## config.mk

```make
export PLATFORM = sky130hd
export DESIGN_NAME = expand_key_seq_flat
export DESIGN_NICKNAME = d
export VERILOG_FILES = /design/src/rtl/expand_key_seq_if.sv /design/src/rtl/expand_key_seq.sv /design/src/flat_wrapper.sv
export SDC_FILE = /design/constraint.sdc
export NUM_CORES = 1
export LEC_CHECK = 0
export CORE_UTILIZATION = 38
export CTS_CLUSTER_DIAMETER = 60
export CTS_CLUSTER_SIZE = 10
export DETAILED_ROUTE_END_ITERATION = 16
export PLACE_DENSITY_LB_ADDON = 0.15
export SLEW_MARGIN = 20
export SYNTH_ARGS = -nofsm -noshare
export SYNTH_HDL_FRONTEND = slang
export SYNTH_SLANG_ARGS = --single-unit
```

## constraint.sdc

```tcl
create_clock -name clk -period 2.65 [get_ports clk]
set_input_delay 0.3975 -clock clk [delete_from_list [all_inputs] [get_ports clk]]
set_output_delay 0.3975 -clock clk [all_outputs]
set_load 0.02 [all_outputs]
```

## src/rtl/expand_key_seq_if.sv

```systemverilog
// Feistel launch/result handshake and SRAM write port of the ExpandKey sequencer.
// master = sequencer side, slave = feistel/SRAM side.
interface expand_key_seq_if #(
  parameter int unsigned ADDR_W = 12
) ();
  logic              f_start;
  logic [31:0]       f_L;
  logic [31:0]       f_R;
  logic [31:0]       f_resultl;
  logic [31:0]       f_resultr;
  logic              f_done;
  logic              mem_sel;
  logic [ADDR_W-1:0] wr_addr;
  logic [31:0]       wr_data;
  logic              wr_cs_l;
  logic              wr_we_l;

  modport master (
    output f_start, f_L, f_R, mem_sel, wr_addr, wr_data, wr_cs_l, wr_we_l,
    input  f_resultl, f_resultr, f_done
  );

  modport slave (
    input  f_start, f_L, f_R, mem_sel, wr_addr, wr_data, wr_cs_l, wr_we_l,
    output f_resultl, f_resultr, f_done
  );
endinterface

```

## src/rtl/expand_key_seq.sv

```systemverilog
// bcrypt ExpandKey chaining sequencer: 521 chained feistel encryptions, results written to P then S.
// Optional SALT_XOR_EN: XOR alternating salt halves into the feistel inputs at each launch.
module expand_key_seq #(
  parameter int unsigned P_ARRAY_OFFSET = 4000,
  parameter int unsigned S_BASE         = 0,
  parameter int unsigned ADDR_W         = 12
) (
  input  logic                  clk,
  input  logic                  reset,
  input  logic                  start,
  input  logic [127:0]          salt,
  expand_key_seq_if.master      bus,
  output logic                  busy,
  output logic                  done
);

  localparam int unsigned IDX_W   = 10;
  localparam int unsigned W_W     = IDX_W + 1;
  localparam int unsigned P_WORDS = 18;
  localparam logic [IDX_W-1:0] IDX_LAST = IDX_W'(520);

  typedef enum logic [2:0] {IDLE, LAUNCH, WAIT_F, WR_L, WR_R, NEXT, FIN} state_t;

  state_t            state_q, state_d;
  logic [31:0]       l_q, l_d, r_q, r_d;
  logic [IDX_W-1:0]  idx_q, idx_d;
  logic              f_start_q, f_start_d;
  logic [31:0]       f_l_q, f_l_d, f_r_q, f_r_d;
  logic              mem_sel_q, mem_sel_d;
  logic [ADDR_W-1:0] wr_addr_q, wr_addr_d;
  logic [31:0]       wr_data_q, wr_data_d;
  logic              wr_strb_l_q, wr_strb_l_d;
  logic              busy_q, busy_d;
  logic              done_q, done_d;
  logic [31:0]       salt_a, salt_b;

  // Word index w of the pass -> SRAM address (P-array first, then the S-boxes).
  function automatic logic [ADDR_W-1:0] dest(input logic [W_W-1:0] w);
    if (w < W_W'(P_WORDS))
      return ADDR_W'(P_ARRAY_OFFSET + 32'(w));
    else
      return ADDR_W'(S_BASE + 32'(w) - P_WORDS);
  endfunction

`ifdef SALT_XOR_EN
  // Even encryptions use the upper salt half, odd ones the lower half.
  always_comb begin
    salt_a = idx_d[0] ? salt[63:32] : salt[127:96];
    salt_b = idx_d[0] ? salt[31:0]  : salt[95:64];
  end
`else
  logic unused_salt;
  assign unused_salt = ^salt;
  always_comb begin
    salt_a = '0;
    salt_b = '0;
  end
`endif

  // Next state, datapath and next registered output values.
  always_comb begin
    state_d = state_q;
    l_d     = l_q;
    r_d     = r_q;
    idx_d   = idx_q;

    unique case (state_q)
      IDLE:
        if (start) begin
          l_d     = '0;
          r_d     = '0;
          idx_d   = '0;
          state_d = LAUNCH;
        end
      LAUNCH: state_d = WAIT_F;
      WAIT_F:
        if (bus.f_done) begin
          l_d     = bus.f_resultl;
          r_d     = bus.f_resultr;
          state_d = WR_L;
        end
      WR_L: state_d = WR_R;
      WR_R: state_d = NEXT;
      NEXT:
        if (idx_q == IDX_LAST) begin
          state_d = FIN;
        end else begin
          idx_d   = idx_q + IDX_W'(1);
          state_d = LAUNCH;
        end
      FIN:     state_d = IDLE;
      default: state_d = IDLE;
    endcase

    f_start_d   = (state_d == LAUNCH);
    f_l_d       = f_l_q;
    f_r_d       = f_r_q;
    mem_sel_d   = (state_d == WR_L) || (state_d == WR_R);
    wr_strb_l_d = !mem_sel_d;
    wr_addr_d   = wr_addr_q;
    wr_data_d   = wr_data_q;
    busy_d      = (state_d != IDLE);
    done_d      = (state_d == FIN);

    if (state_d == LAUNCH) begin
      f_l_d = l_d ^ salt_a;
      f_r_d = r_d ^ salt_b;
    end
    if (state_d == WR_L) begin
      wr_addr_d = dest({idx_d, 1'b0});
      wr_data_d = l_d;
    end
    if (state_d == WR_R) begin
      wr_addr_d = dest({idx_d, 1'b1});
      wr_data_d = r_d;
    end
  end

  always_ff @(posedge clk) begin
    if (!reset) begin
      state_q     <= IDLE;
      l_q         <= '0;
      r_q         <= '0;
      idx_q       <= '0;
      f_start_q   <= 1'b0;
      f_l_q       <= '0;
      f_r_q       <= '0;
      mem_sel_q   <= 1'b0;
      wr_addr_q   <= '0;
      wr_data_q   <= '0;
      wr_strb_l_q <= 1'b1;
      busy_q      <= 1'b0;
      done_q      <= 1'b0;
    end else begin
      state_q     <= state_d;
      l_q         <= l_d;
      r_q         <= r_d;
      idx_q       <= idx_d;
      f_start_q   <= f_start_d;
      f_l_q       <= f_l_d;
      f_r_q       <= f_r_d;
      mem_sel_q   <= mem_sel_d;
      wr_addr_q   <= wr_addr_d;
      wr_data_q   <= wr_data_d;
      wr_strb_l_q <= wr_strb_l_d;
      busy_q      <= busy_d;
      done_q      <= done_d;
    end
  end

  assign bus.f_start = f_start_q;
  assign bus.f_L     = f_l_q;
  assign bus.f_R     = f_r_q;
  assign bus.mem_sel = mem_sel_q;
  assign bus.wr_addr = wr_addr_q;
  assign bus.wr_data = wr_data_q;
  assign bus.wr_cs_l = wr_strb_l_q;
  assign bus.wr_we_l = wr_strb_l_q;
  assign busy        = busy_q;
  assign done        = done_q;

endmodule

```

## src/flat_wrapper.sv

```systemverilog
// flat-port wrapper written by rule: the top's interface ports become plain ports
module expand_key_seq_flat 
#(
  parameter int unsigned P_ARRAY_OFFSET = 4000,
  parameter int unsigned S_BASE         = 0,
  parameter int unsigned ADDR_W         = 12
)
  (clk, reset, start, salt, busy, done, bus_f_start, bus_f_L, bus_f_R, bus_mem_sel, bus_wr_addr, bus_wr_data, bus_wr_cs_l, bus_wr_we_l, bus_f_resultl, bus_f_resultr, bus_f_done);
  expand_key_seq_if #(.ADDR_W(ADDR_W)) bus_i ();
  input  logic clk;
  input  logic reset;
  input  logic start;
  input  logic [127:0] salt;
  output logic busy;
  output logic done;
  output wire logic [$bits(bus_i.f_start)-1:0] bus_f_start;
  output wire logic [$bits(bus_i.f_L)-1:0] bus_f_L;
  output wire logic [$bits(bus_i.f_R)-1:0] bus_f_R;
  output wire logic [$bits(bus_i.mem_sel)-1:0] bus_mem_sel;
  output wire logic [$bits(bus_i.wr_addr)-1:0] bus_wr_addr;
  output wire logic [$bits(bus_i.wr_data)-1:0] bus_wr_data;
  output wire logic [$bits(bus_i.wr_cs_l)-1:0] bus_wr_cs_l;
  output wire logic [$bits(bus_i.wr_we_l)-1:0] bus_wr_we_l;
  input wire logic [$bits(bus_i.f_resultl)-1:0] bus_f_resultl;
  input wire logic [$bits(bus_i.f_resultr)-1:0] bus_f_resultr;
  input wire logic [$bits(bus_i.f_done)-1:0] bus_f_done;
  assign bus_f_start = bus_i.f_start;
  assign bus_f_L = bus_i.f_L;
  assign bus_f_R = bus_i.f_R;
  assign bus_mem_sel = bus_i.mem_sel;
  assign bus_wr_addr = bus_i.wr_addr;
  assign bus_wr_data = bus_i.wr_data;
  assign bus_wr_cs_l = bus_i.wr_cs_l;
  assign bus_wr_we_l = bus_i.wr_we_l;
  assign bus_i.f_resultl = bus_f_resultl;
  assign bus_i.f_resultr = bus_f_resultr;
  assign bus_i.f_done = bus_f_done;
  expand_key_seq #(.P_ARRAY_OFFSET(P_ARRAY_OFFSET), .S_BASE(S_BASE), .ADDR_W(ADDR_W)) u_core (.clk(clk), .reset(reset), .start(start), .salt(salt), .bus(bus_i), .busy(busy), .done(done));
endmodule
```

### After elaboration in Yosys (flattened, before gate mapping)

Index checks and enable logic that the tools add are counted.

| cells by class | value |
|---|---|
| add/subtract/negate cells | 5 |
| order comparisons | 2 |
| eq/ne operators | 10 |
| multiplexer cells | 19 |
| reductions and logical operators | 5 |

Operators by type and width:

| operator | count |
|---|---|
| two-way mux 32 bit | 6 |
| one-hot mux 32 bit (2 select lines) | 2 |
| two-way mux 12 bit | 4 |
| adder 12 x 11 -> 12 bit (first input constant) | 2 |
| subtractor 11 x 5 -> 12 bit (second input constant) | 2 |
| < comparator 11 x 5 -> 1 bit (second input constant) | 2 |
| two-way mux 10 bit | 2 |
| one-hot mux 10 bit (2 select lines) | 1 |
| one-hot mux 3 bit (6 select lines) | 1 |
| equality test 3 bit (second input constant) | 4 |
| adder 10 x 1 -> 10 bit (second input constant) | 1 |
| equality test 10 bit (second input constant) | 1 |
| equality test 3 x 2 -> 1 bit (second input constant) | 3 |
| two-way mux 3 bit | 3 |
| equality test 3 x 1 -> 1 bit (second input constant) | 2 |
| zero test 3 bit | 1 |
| nonzero test 3 bit | 1 |
| nonzero test 2 bit | 1 |
| zero test 1 bit | 1 |
| logical OR 1 bit | 1 |

| word-level totals | value |
|---|---|
| register bits after elaboration | 190 |
| output and inout port bits | 114 |
| logic and storage cells | 54 |

### Logic depth before layout (Yosys ltp)

Gate-level depths: netlist of the first run.

| logic depth | value |
|---|---|
| depth after elaboration | 7 |
| gate-level depth with buffers | 13 |

### Worst setup path before layout of the first run

Ideal clock, no wire load.

| timing path | value |
|---|---|
| path kind | register -> register |
| start | reg u_core.idx_q[0] |
| end | reg u_core.wr_addr_q[9], in the netlist u_core.bus.wr_addr[9] |
| arrival time | 2.508 ns |
| data required time | 2.527 ns |
| slack | 0.018 ns |
| cell stages (with the launch flop) | 14 |
| path buffers | 0 |
| cell sequence | dfxtp_1 inv_1 ha_1 and3b_1 and4_1 or2_2 a21oi_1 ha_1 a21oi_1 a21boi_0 inv_1 mux2i_4 and3_1 o31ai_2 |

| between the ends | value |
|---|---|
| word-level cells in the longest chain between the ends | 7 |
| elaborated cells on any way between the ends | 20 |

RTL lines:

| item | line | source |
|---|---|---|
| start, declared | expand_key_seq.sv:26 | `logic [IDX_W-1:0] idx_q, idx_d;` |
| start signal, assigned | expand_key_seq.sv:138 | `idx_q <= idx_d;` |
| adder 10 x 1 -> 10 bit or equality test 10 bit (tied branches) | expand_key_seq.sv:88, expand_key_seq.sv:85 |  |
| two-way mux 10 bit | expand_key_seq.sv:85 | `if (idx_q == IDX_LAST) begin` |
| one-hot mux 10 bit (2 select lines) | expand_key_seq.sv:67 | `unique case (state_q)` |
| adder 12 x 11 -> 12 bit, or another cell as far along | expand_key_seq.sv:40 | `return ADDR_W'(P_ARRAY_OFFSET + 32'(w));` |
| two-way mux 12 bit | expand_key_seq.sv:39 | `if (w < W_W'(P_WORDS))` |
| two-way mux 12 bit | expand_key_seq.sv:109 | `if (state_d == WR_L) begin` |
| two-way mux 12 bit | expand_key_seq.sv:113 | `if (state_d == WR_R) begin` |
| end signal, assigned | expand_key_seq.sv:143 | `wr_addr_q <= wr_addr_d;` |
| end, declared | expand_key_seq.sv:30 | `logic [ADDR_W-1:0] wr_addr_q, wr_addr_d;` |

Parallel ways exist; a longest one is shown, timed or not. The select of a mux whose other input is x is not followed.
A chain may end at the register's enable or synchronous reset.

### Worst setup path after layout of the first run

| timing path | value |
|---|---|
| start | reg u_core.idx_q[0] |
| end | reg u_core.wr_addr_q[11], in the netlist u_core.bus.wr_addr[11] |

Same word-level chain as after synthesis.

==> results of run 1 <==
==> registers in the layout (all words and copies together), names as in the netlist, 3 cells and up <==
name and cells:
u_core.idx_q 10, u_core.bus.f_L 32, u_core.r_q 32, u_core.state_q 3, u_core.bus.wr_data 32, u_core.bus.f_R 32
u_core.l_q 32, u_core.bus.wr_addr 12
==> final cells by class <==
class | instances | area share (%)
clock buffer | 18 | 4.15
clock inverter | 14 | 1.67
inverter | 8 | 0.315
multi-input combinational | 502 | 31.0
sequential | 190 | 36.9
tap | 229 | 2.77
timing repair buffer | 248 | 23.3
==> worst max-delay path: stages (launching register included) <==
cell and delay (ps):
dfxtp_2 330, buf_4 140, ha_2 190, nand3_2 90
buf_4 130, nor4_1 50, a211o_1 310, or2_4 250
nor3_4 230, nand4_4 140, mux2i_4 240, buf_4 140
a32o_1 240
==> cells in the final DEF, fill, tap and decap left out, types with 3 or more instances in the layout <==
master and n:
inv_1 7, clkdlybuf4s50_1 181, a21oi_1 36, nor4_1 3, a21oi_2 3, inv_6 6, nand3_1 6, ha_1 4
nor2_1 150, a211oi_1 64, nand2_1 13, buf_4 60, xnor2_1 7, and2_1 4, clkbuf_16 17, o21ai_0 37
dfxtp_1 185, and3_1 3, buf_12 7, nand4_1 4, a22oi_1 65, mux2_2 33, o21ai_1 15, nand2b_1 3
dfxtp_2 5
==> per-layer routing <==
layer / vias up / GRT usage (%) / routed length, um
li1: 3156 / - / -
met1: 2914 / 26.6 / 8930
met2: 155 / 32.1 / 9010
met3: 17 / 6.57 / 1330
met4: 0 / 5.26 / 196
met5: - / 0 / 0
==> how the worst max path moves through the flow <==
stage / to / startpoint / slack, ps / cells past startpoint
2_1_floorplan: u_core.bus.wr_addr[9] / u_core.idx_q[0] / 20 / 13
3_3_place_gp: u_core.bus.wr_addr[9] / start / -350 / 12
3_5_place_dp: u_core.bus.wr_addr[11] / start / -340 / 10
4_1_cts: u_core.bus.wr_addr[11] / u_core.state_q[1] / 10 / 10
5_1_grt: u_core.bus.wr_addr[9] / u_core.idx_q[5] / -10 / 11
6_report: u_core.bus.wr_addr[11] / u_core.idx_q[0] / 70 / 12
==> logic make-up (layout without fill, tap and decap cells) <==
logic type,after synthesis,after routing,synth area share [%]
buffers and inverters,72,288,3.89
flip-flops,190,190,52.9
AND/OR/NAND/NOR,216,216,13.8
adder cells (fa/ha/maj),6,6,1.04
multiplexers,35,35,5.62
XOR/XNOR,8,8,0.974
AO/OA/AOI/OAI,237,237,21.9
==> what timing repair did <==
item | 4_1_cts | 5_1_grt
endpoints found under the setup margin | 3 | 6
setup buffers | 0 | 3
pin swaps | 0 | 10
resized for setup | 4 | 17
==> power by group through the flow <==
stage | combinational, mW | sequential, mW | clock [mW]
detailed placement | 1.61 | 3.27 | 0
global route | 1.74 | 3.24 | 2.83
CTS | 1.62 | 3.21 | 2.70
global placement | 1.61 | 3.27 | 0
floorplan | 0.615 | 3.50 | 0
finish | 1.62 | 3.21 | 2.63
==> metrics by stage <==
stage | setup WS (ps) | TNS, ps
after CTS | 11.9 | 0
after global routing | -13.0 | -15.7
final | 73.1 | 0
after global placement | -348 | -2370
after floorplan | 18.3 | 0
after detailed placement | -338 | -2370
==> out/results.ini, run 1 <==
[sta]
timing.hold.ws_ps=450
min_period_over_period_pct=97.2
tightest_slew_ps=796
setup_viol=0
drv_slew=0
worst_clock_skew_ps=15.2
final.min_clock_period_ps=2580
hold_violations=0
max_slew_margin_pct=46.8
fmax_ghz=0.388

[layout]
nFillCells=1624
drive_gt1_share_pct=16.8
seq_area_sq_mm=0.00381
final_nets=1169
layout.cells.non_filler=1209
n_antenna_cell=0
fin_util_pct=56.6
multi_input_area_sq_mm=0.00320
syn2layout_area_growth_pct=43.6
final_cell_area_sq_mm=0.0103

[synthesis]
synth_top_area_share_pct=52.9
synthCells=764
synthFlopType=dfxtp_1
synth-async-reset-ratio_pct=0
yosys-top-cells-area=dfxtp_1 53%, nor2_1 7.9%, a22oi_1 6.8%
yosysTopAreaCell=dfxtp_1
yosysMostFrequentCell=dfxtp_1
synth_nets=966
ys_seq_elements=190
synthTopCellsByCount=190 x dfxtp_1, 152 x nor2_1, 65 x a22oi_1, 64 x a211oi_1, 58 x clkbuf_1
synth-edff-count=0
yosysWarnings=0
ys_types=58
syn_area_sq_mm=0.00720
avgSynthCellArea_sq_um=9.42
ys_seq_area_share_pct=52.9

[setup_path]
rrSetupSlack_ps=70
reg2reg_from=u_core.idx_q[0]
rr_worst_depth=12
path_class=reg -> reg
cp.arrival_ps=2900
crit_fanout=4
worstSetupStartpointType=register
critPathRequiredTime_ps=2970
end_kind=register
rr_endpoint=u_core.bus.wr_addr[11]

[run_status]
outcome=finished clean

[drt]
dr.first_iter.drc_count=373
post-route-drc-count=0
dr.pass1.iters=5
postRouteAntennaNets=0
wl_per_cell_um=16.1
vias=6242
viasPerCell=5.16
drt_wl_total_mm=19.5

[clock_network]
cts_tree=done
clk_pin_slew_ps=70
postCtsHoldBufs=0
clockBufferDepth=2
h-tree-depth=4
cts_made_buffers=17
clock_latency_ps=430
cts_root_buffer=clkbuf_16
cts.sinks=190

[pwr]
power.density_mw_per_mm2=721
power_mw=7.45
power_frac_comb_pct=21.7
netSwitchingFraction_pct=29.2
power.share.sequential_pct=43.1
power_leakage_nw=3.89
ir_drop_mv=0.440
clockPowerShare_pct=35.2
p_sw_mw=2.18
internal_power_mw=5.28

[global_route]
grt_max_degree=77
grt_pass1_vias=5959
grt_pass1_wl_mm=31.3
track_usage_pct=20.3
antenna_found_initial=0
overflow=0

[hold_path]
holdPathEnd=u_core.bus.wr_addr[7]
worstHoldPathCells=2
hp-start=u_core.bus.wr_addr[7]
worst_hold_path_type=reg -> reg

[die]
core_region_area_sq_mm=0.0183
die_w_um=140
dieArea_sq_mm=0.0195
initial_core_util_pct=39.4
std_cell_rows=49
die_y_um=140
ios=310

[placed_design]
place.gp.congestion=0.838
dp_cells=1174
io_buffers=181
place_area_sq_mm=0.00964
hpwl_mm=12.8

[run]
cap_violations=0

No activity file was read; power rests on OpenSTA's default activity.
==> inputs of run 2 (changes only) <==
--- a/config.mk
+++ b/config.mk
@@ -5,12 +5,11 @@
 export SDC_FILE = /design/constraint.sdc
 export NUM_CORES = 1
 export LEC_CHECK = 0
-export CORE_UTILIZATION = 38
+export CORE_UTILIZATION = 23
 export CTS_CLUSTER_DIAMETER = 60
 export CTS_CLUSTER_SIZE = 10
 export DETAILED_ROUTE_END_ITERATION = 16
 export PLACE_DENSITY_LB_ADDON = 0.15
-export SLEW_MARGIN = 20
 export SYNTH_ARGS = -nofsm -noshare
 export SYNTH_HDL_FRONTEND = slang
 export SYNTH_SLANG_ARGS = --single-unit
==> run 2 against run 1 <==
  * Total power increased by 1.9%
  * Largest power group unchanged
  * Core utilization shrank 22 points
  * Via count is 0.18% lower
  * Clock power up 5%
  * Flip-flop and latch count stayed put
  * Count of clock-buffer cells in the layout did not move
  * Clock skew hardly changed
  * Highest routed layer is now met5
  * Wire length up 15%
  * Critical path depth down 2
  * Combinational power hardly changed
==> out/results.ini, run 2 (synthesized netlist as in run 1, its figures left out) <==
[die]
die_w_um=179  ; +28%
core_region_area_sq_mm=0.0307  ; +68%
ios=310  ; unchanged
dieArea_sq_mm=0.0320  ; +64%
initial_core_util_pct=23.5  ; -16 points
std_cell_rows=64  ; +31%
die_y_um=179  ; +28%

[placed_design]
place.gp.congestion=0.776  ; -7.4%
hpwl_mm=14.8  ; +16%
io_buffers=181  ; unchanged
place_area_sq_mm=0.00980  ; +1.7%

[setup_path]
path_class=reg -> reg
worstSetupStartpointType=register
cp.arrival_ps=2880  ; -20 ps
rrSetupSlack_ps=100  ; +30 ps
end_kind=register
rr_worst_depth=10  ; -2
reg2reg_from=u_core.state_q[1]
critPathRequiredTime_ps=2980  ; about the same
rr_endpoint=u_core.bus.wr_addr[11]
crit_fanout=6  ; +2

[sta]
tightest_slew_ps=757  ; -38.5 ps
drv_slew=0  ; unchanged
max_slew_margin_pct=49.3  ; +2.6 points
min_period_over_period_pct=96.1  ; -1.2 points
setup_tns_ps=0  ; unchanged
fmax_ghz=0.393  ; +1.2%
setup_viol=0  ; unchanged
worst_clock_skew_ps=15.5  ; +0.271 ps
hold_violations=0  ; unchanged
final.min_clock_period_ps=2550  ; -30.9 ps

[drt]
viasPerCell=4.54  ; -12%
postRouteAntennaNets=0  ; unchanged
vias=6231  ; -0.18%
drt_wl_total_mm=22.3  ; +15%
wl_per_cell_um=16.3  ; +1.0%
post-route-drc-count=0  ; unchanged
dr.first_iter.drc_count=337  ; -9.7%
dr.pass1.iters=4  ; -1

[layout]
layout_commonest_cell=dfxtp_1
fin_util_pct=34.4  ; -22 points
final_cell_mix=187 x dfxtp_1, 180 x clkdlybuf4s50_1, 150 x nor2_1
drive_gt1_share_pct=16.5  ; -0.36 points
final_nets=1166  ; -0.26%
n_antenna_cell=0  ; unchanged
final_cell_area_sq_mm=0.0106  ; +2.2%
syn2layout_area_growth_pct=46.7

[run]
cap_violations=0  ; unchanged

[pwr]
power_leakage_nw=3.88  ; -0.17%
ir_drop_mv=0.409  ; -7.0%
power.density_mw_per_mm2=719  ; -0.29%

[clock_network]
cts_root_buffer=clkbuf_16
h-tree-depth=4  ; unchanged
cts.sinks=190  ; unchanged
clockBufferDepth=2  ; unchanged
cts_tree=done
cts_made_buffers=17  ; unchanged
clk_pin_slew_ps=80  ; about the same
clock_latency_ps=440  ; about the same

[hold_path]
holdPathEnd=u_core.bus.wr_data[30]
worstHoldPathCells=3  ; +1
hp-start=reset
worst_hold_path_type=in -> reg

[global_route]
grt_max_degree=85  ; +10%
grt_pass1_vias=6010  ; +0.86%
grt_pass1_wl_mm=34.5  ; +10%
track_usage_pct=14.2  ; -6.1 points
antenna_found_initial=1  ; +1
overflow=0  ; unchanged

[run_status]
outcome=finished clean

## run 2: metrics by stage
stage	std cells	power (mW)	setup slack, ps	hold WS [ps]
finish	1373	7.59	104	400
global route	1373	7.96	-5.30	422
CTS	1366	7.72	10.7	383
detailed placement	1334	4.91	-422	441
global placement	1334	4.91	-407	437
floorplan	764	4.12	18.3	461
## run 2: power breakdown
group	total (mW)	internal (mW)	switching, mW
clock	2.76	1.45	1.32
sequential	3.21	3.09	0.120
combinational	1.62	0.737	0.881
## run 2: cell type report
| class | instances | area (sq um) |
|---|---|---|
| flip-flops and latches | 190 | 3810 |
| clock buffers | 18 | 429 |
| fillers | 3168 | 20100 |
| inverters | 8 | 32.5 |
| repair buffers | 245 | 2400 |
| clock inverters | 14 | 193 |
| multi-input cells | 502 | 3200 |
| well taps | 396 | 495 |
## run 2: timing repair
action,in CTS,in global routing
gates resized for setup,2,20
setup endpoints to repair,1,8
endpoints found under the hold margin,0,0
hold buffers,0,0
gates cloned,0,0
pin swaps,0,8
setup buffers,0,7
## run 2: critical path, cell delays in order, from the launching register on
cell and delay (ps):
dfxtp_2 380, and3b_2 260, buf_4 170, o211a_1 110, a211o_1 280, or2_4 270
nor3_4 220, nand4_4 130, mux2i_4 240, buf_4 150, a32o_1 240
## run 2: per-layer routing
layer | up-vias | GRT usage (%) | routed length [um]
met5 | - | 0 | 13
met4 | 2 | 3.92 | 216
met3 | 17 | 5.70 | 1690
met2 | 132 | 22.4 | 10200
met1 | 2933 | 17.6 | 10200
li1 | 3147 | - | -
## run 2: worst max-delay path by stage
stage,startpoint,to,slack (ps),cells past startpoint
after floorplan,u_core.idx_q[0],u_core.bus.wr_addr[9],20,13
after global placement,start,u_core.bus.wr_addr[9],-410,12
after detailed placement,start,u_core.bus.wr_addr[9],-420,12
after CTS,u_core.idx_q[0],u_core.bus.wr_addr[9],10,13
after global routing,u_core.state_q[1],u_core.bus.wr_addr[11],-5,10
final,u_core.state_q[1],u_core.bus.wr_addr[11],100,10
==> inputs of run 3 (changes only) <==
--- a/config.mk
+++ b/config.mk
@@ -5,7 +5,8 @@
 export SDC_FILE = /design/constraint.sdc
 export NUM_CORES = 1
 export LEC_CHECK = 0
-export CORE_UTILIZATION = 23
+export CAP_MARGIN = 30
+export CORE_UTILIZATION = 38
 export CTS_CLUSTER_DIAMETER = 60
 export CTS_CLUSTER_SIZE = 10
 export DETAILED_ROUTE_END_ITERATION = 16
==> results of run 3 <==
Final layout, timing and power as in run 1 (identical DEF).
==> variant: new RTL, flow settings as in run 3 <==
Reset style: asynchronous (`reset`), changed in one clocked block.
--- a/src/rtl/expand_key_seq.sv
+++ b/src/rtl/expand_key_seq.sv
@@ -116,7 +116,7 @@
     end
   end
 
-  always_ff @(posedge clk) begin
+  always_ff @(posedge clk or negedge reset) begin
     if (!reset) begin
       state_q     <= IDLE;
       l_q         <= '0;
Check against the original RTL: differs if reset is asserted again (counterexample within 4 cycles, from zero or initial values and one cycle with reset low); with reset held inactive, the same outputs for 4 cycles.
==> variant against run 3 <==
- the flow now finishes with violations (negative hold slack, negative setup slack)
- area after synthesis grew 7.1%
- setup slack got worse by 0.078 ns
- critical path depth rose by 3
- wire length increased by 7.0%
- sequential cell count stayed put
- first-iteration DRC count grew 7.2%
- core utilization about the same
- die area up 7.0%
- design area increased by 7.6%
- final cell count decreased by 2.3%
- largest cell class unchanged
Power is not compared: it rests on default switching activity, and its combinational part moved more than twofold at a synthesized area within 25%.
==> variant: results (changes against run 3) <==
Drt
  – Detail Route met2 WL: 10000 um (was 9010 um)
  – DRT iter0 DRCs: 400 (was 373)
  – Met1 WL: 9010 um (was 8930 um)
  – Drt wl/cell: 17.6 um (was 16.1 um)

Yosys
  – Synthesized area per cell: 11.6 sq um (was 9.42 sq um)
  – Post-synth top cells: dfrtp_1 (189), nand2_1 (98), mux2_2 (48) (was dfxtp_1 (190), nor2_1 (152), a22oi_1 (65))
  – Adder-cell area share of the yosys netlist: 0.00974 (was 0.0104)
  – Area contributors post-synth: dfrtp_1 (61%), mux2_2 (7.0%), nand2_1 (4.8%), a22o_1 (3.9%), a22oi_1 (3.4%) (was dfxtp_1 (53%), nor2_1 (7.9%), a22oi_1 (6.8%), a211oi_1 (6.7%), mux2_2 (5.2%))
  – Distinct cells, synth: 51 (was 58)
  – Async SR Flop Fraction: 1.00 (was 0)
  – Synth Area in XOR/XNOR: 0.00796 (was 0.00974)

STA
  – Hold slack: -0.0186 ns (was 0.450 ns)
  – # setup viols final: 1 (was 0)
  – Fin. Hold Viols: 11 (was 0)
  – Final WS setup: -0.00494 ns (was 0.0731 ns)

Placed design
  – HPWL Detailed: 14000 um (was 12800 um)
  – GP Congestion: 0.861 (was 0.838)

Worst setup path
  – FF-to-FF End: u_core.bus.wr_addr[7] (was u_core.bus.wr_addr[11])
  – Worst path top cell family by delay: buffers and inverters (was simple AND/OR/NAND/NOR gates)
  – RR Startpoint: u_core.idx_q[6] (was u_core.idx_q[0])
  – CP Max Fanout: 3 (was 4)
  – Delay of the slowest critical-path stage: 0.43 ns (was 0.33 ns)

Layout
  – Nonclk buf count: 258 (was 248)
  – Inverter count: 36 (was 8)
  – Filler Cell Count: 1704 (was 1624)
  – Share of cells above drive strength 1: 0.217 (was 0.168)
  – Signal buf overhead: 0.223 (was 0.233)

GRT
  – GRT Total Usage: 0.208 (was 0.203)
  – Met1 global-route usage: 0.265 (was 0.266)

Outcome
  – Violated checks: negative hold slack, negative setup slack
  – Status: complete, but fails checks (was finished, final reports clean)
-- variant: cells by family (layout without fill, tap and decap cells) --
family,count (synthesis),count (layout)
AOI/OAI and AO/OA,164,164
xor gates and xnor gates,7,7
muxes,50,50
and+or+nand+nor,173,173
buffers and inverters,76,326
DFF,190,190
adders and majority gates,6,6
-- variant: repair_timing --
action | 4_1_cts | 5_1_grt
buffers inserted | 4 | 5
setup endpoints to repair | 22 | 26
gates resized for setup | 19 | 22
hold endpoints to repair | 0 | 0
pin swaps | 8 | 6
-- variant: where the power goes --
| group | total, uW | switching, uW | internal (uW) |
|---|---|---|---|
| clock network | 2420 | 1140 | 1280 |
| registers | 4670 | 545 | 4130 |
| logic | 6020 | 3210 | 2810 |
-- variant: stage by stage --
stage,setup WS (ns),power [uW],hold WS [ns],TNS [ns],std cells
after global placement,-0.477,10400,0.451,-9.75,1139
after CTS,0.000258,13200,0.00202,0,1176
after detailed placement,-0.564,10600,0.460,-5.46,1140
after floorplan,0.0218,7810,0.102,0,666
after global routing,-0.153,13900,0.0164,-1.64,1181
final,-0.00494,13100,-0.0186,-0.00494,1181
-- variant: worst max-delay path by stage --
stage | startpoint | end | slack (ns) | depth (start not counted)
after CTS | u_core.idx_q[6] | u_core.bus.wr_addr[7] | 0.0003 | 10
after global routing | u_core.idx_q[8] | u_core.bus.wr_addr[9] | -0.15 | 13
after global placement | start | u_core.bus.wr_addr[9] | -0.48 | 12
after detailed placement | start | u_core.bus.wr_addr[9] | -0.56 | 12
final | u_core.idx_q[6] | u_core.bus.wr_addr[7] | -0.005 | 15
after floorplan | u_core.state_q[1] | u_core.bus.wr_addr[9] | 0.02 | 12
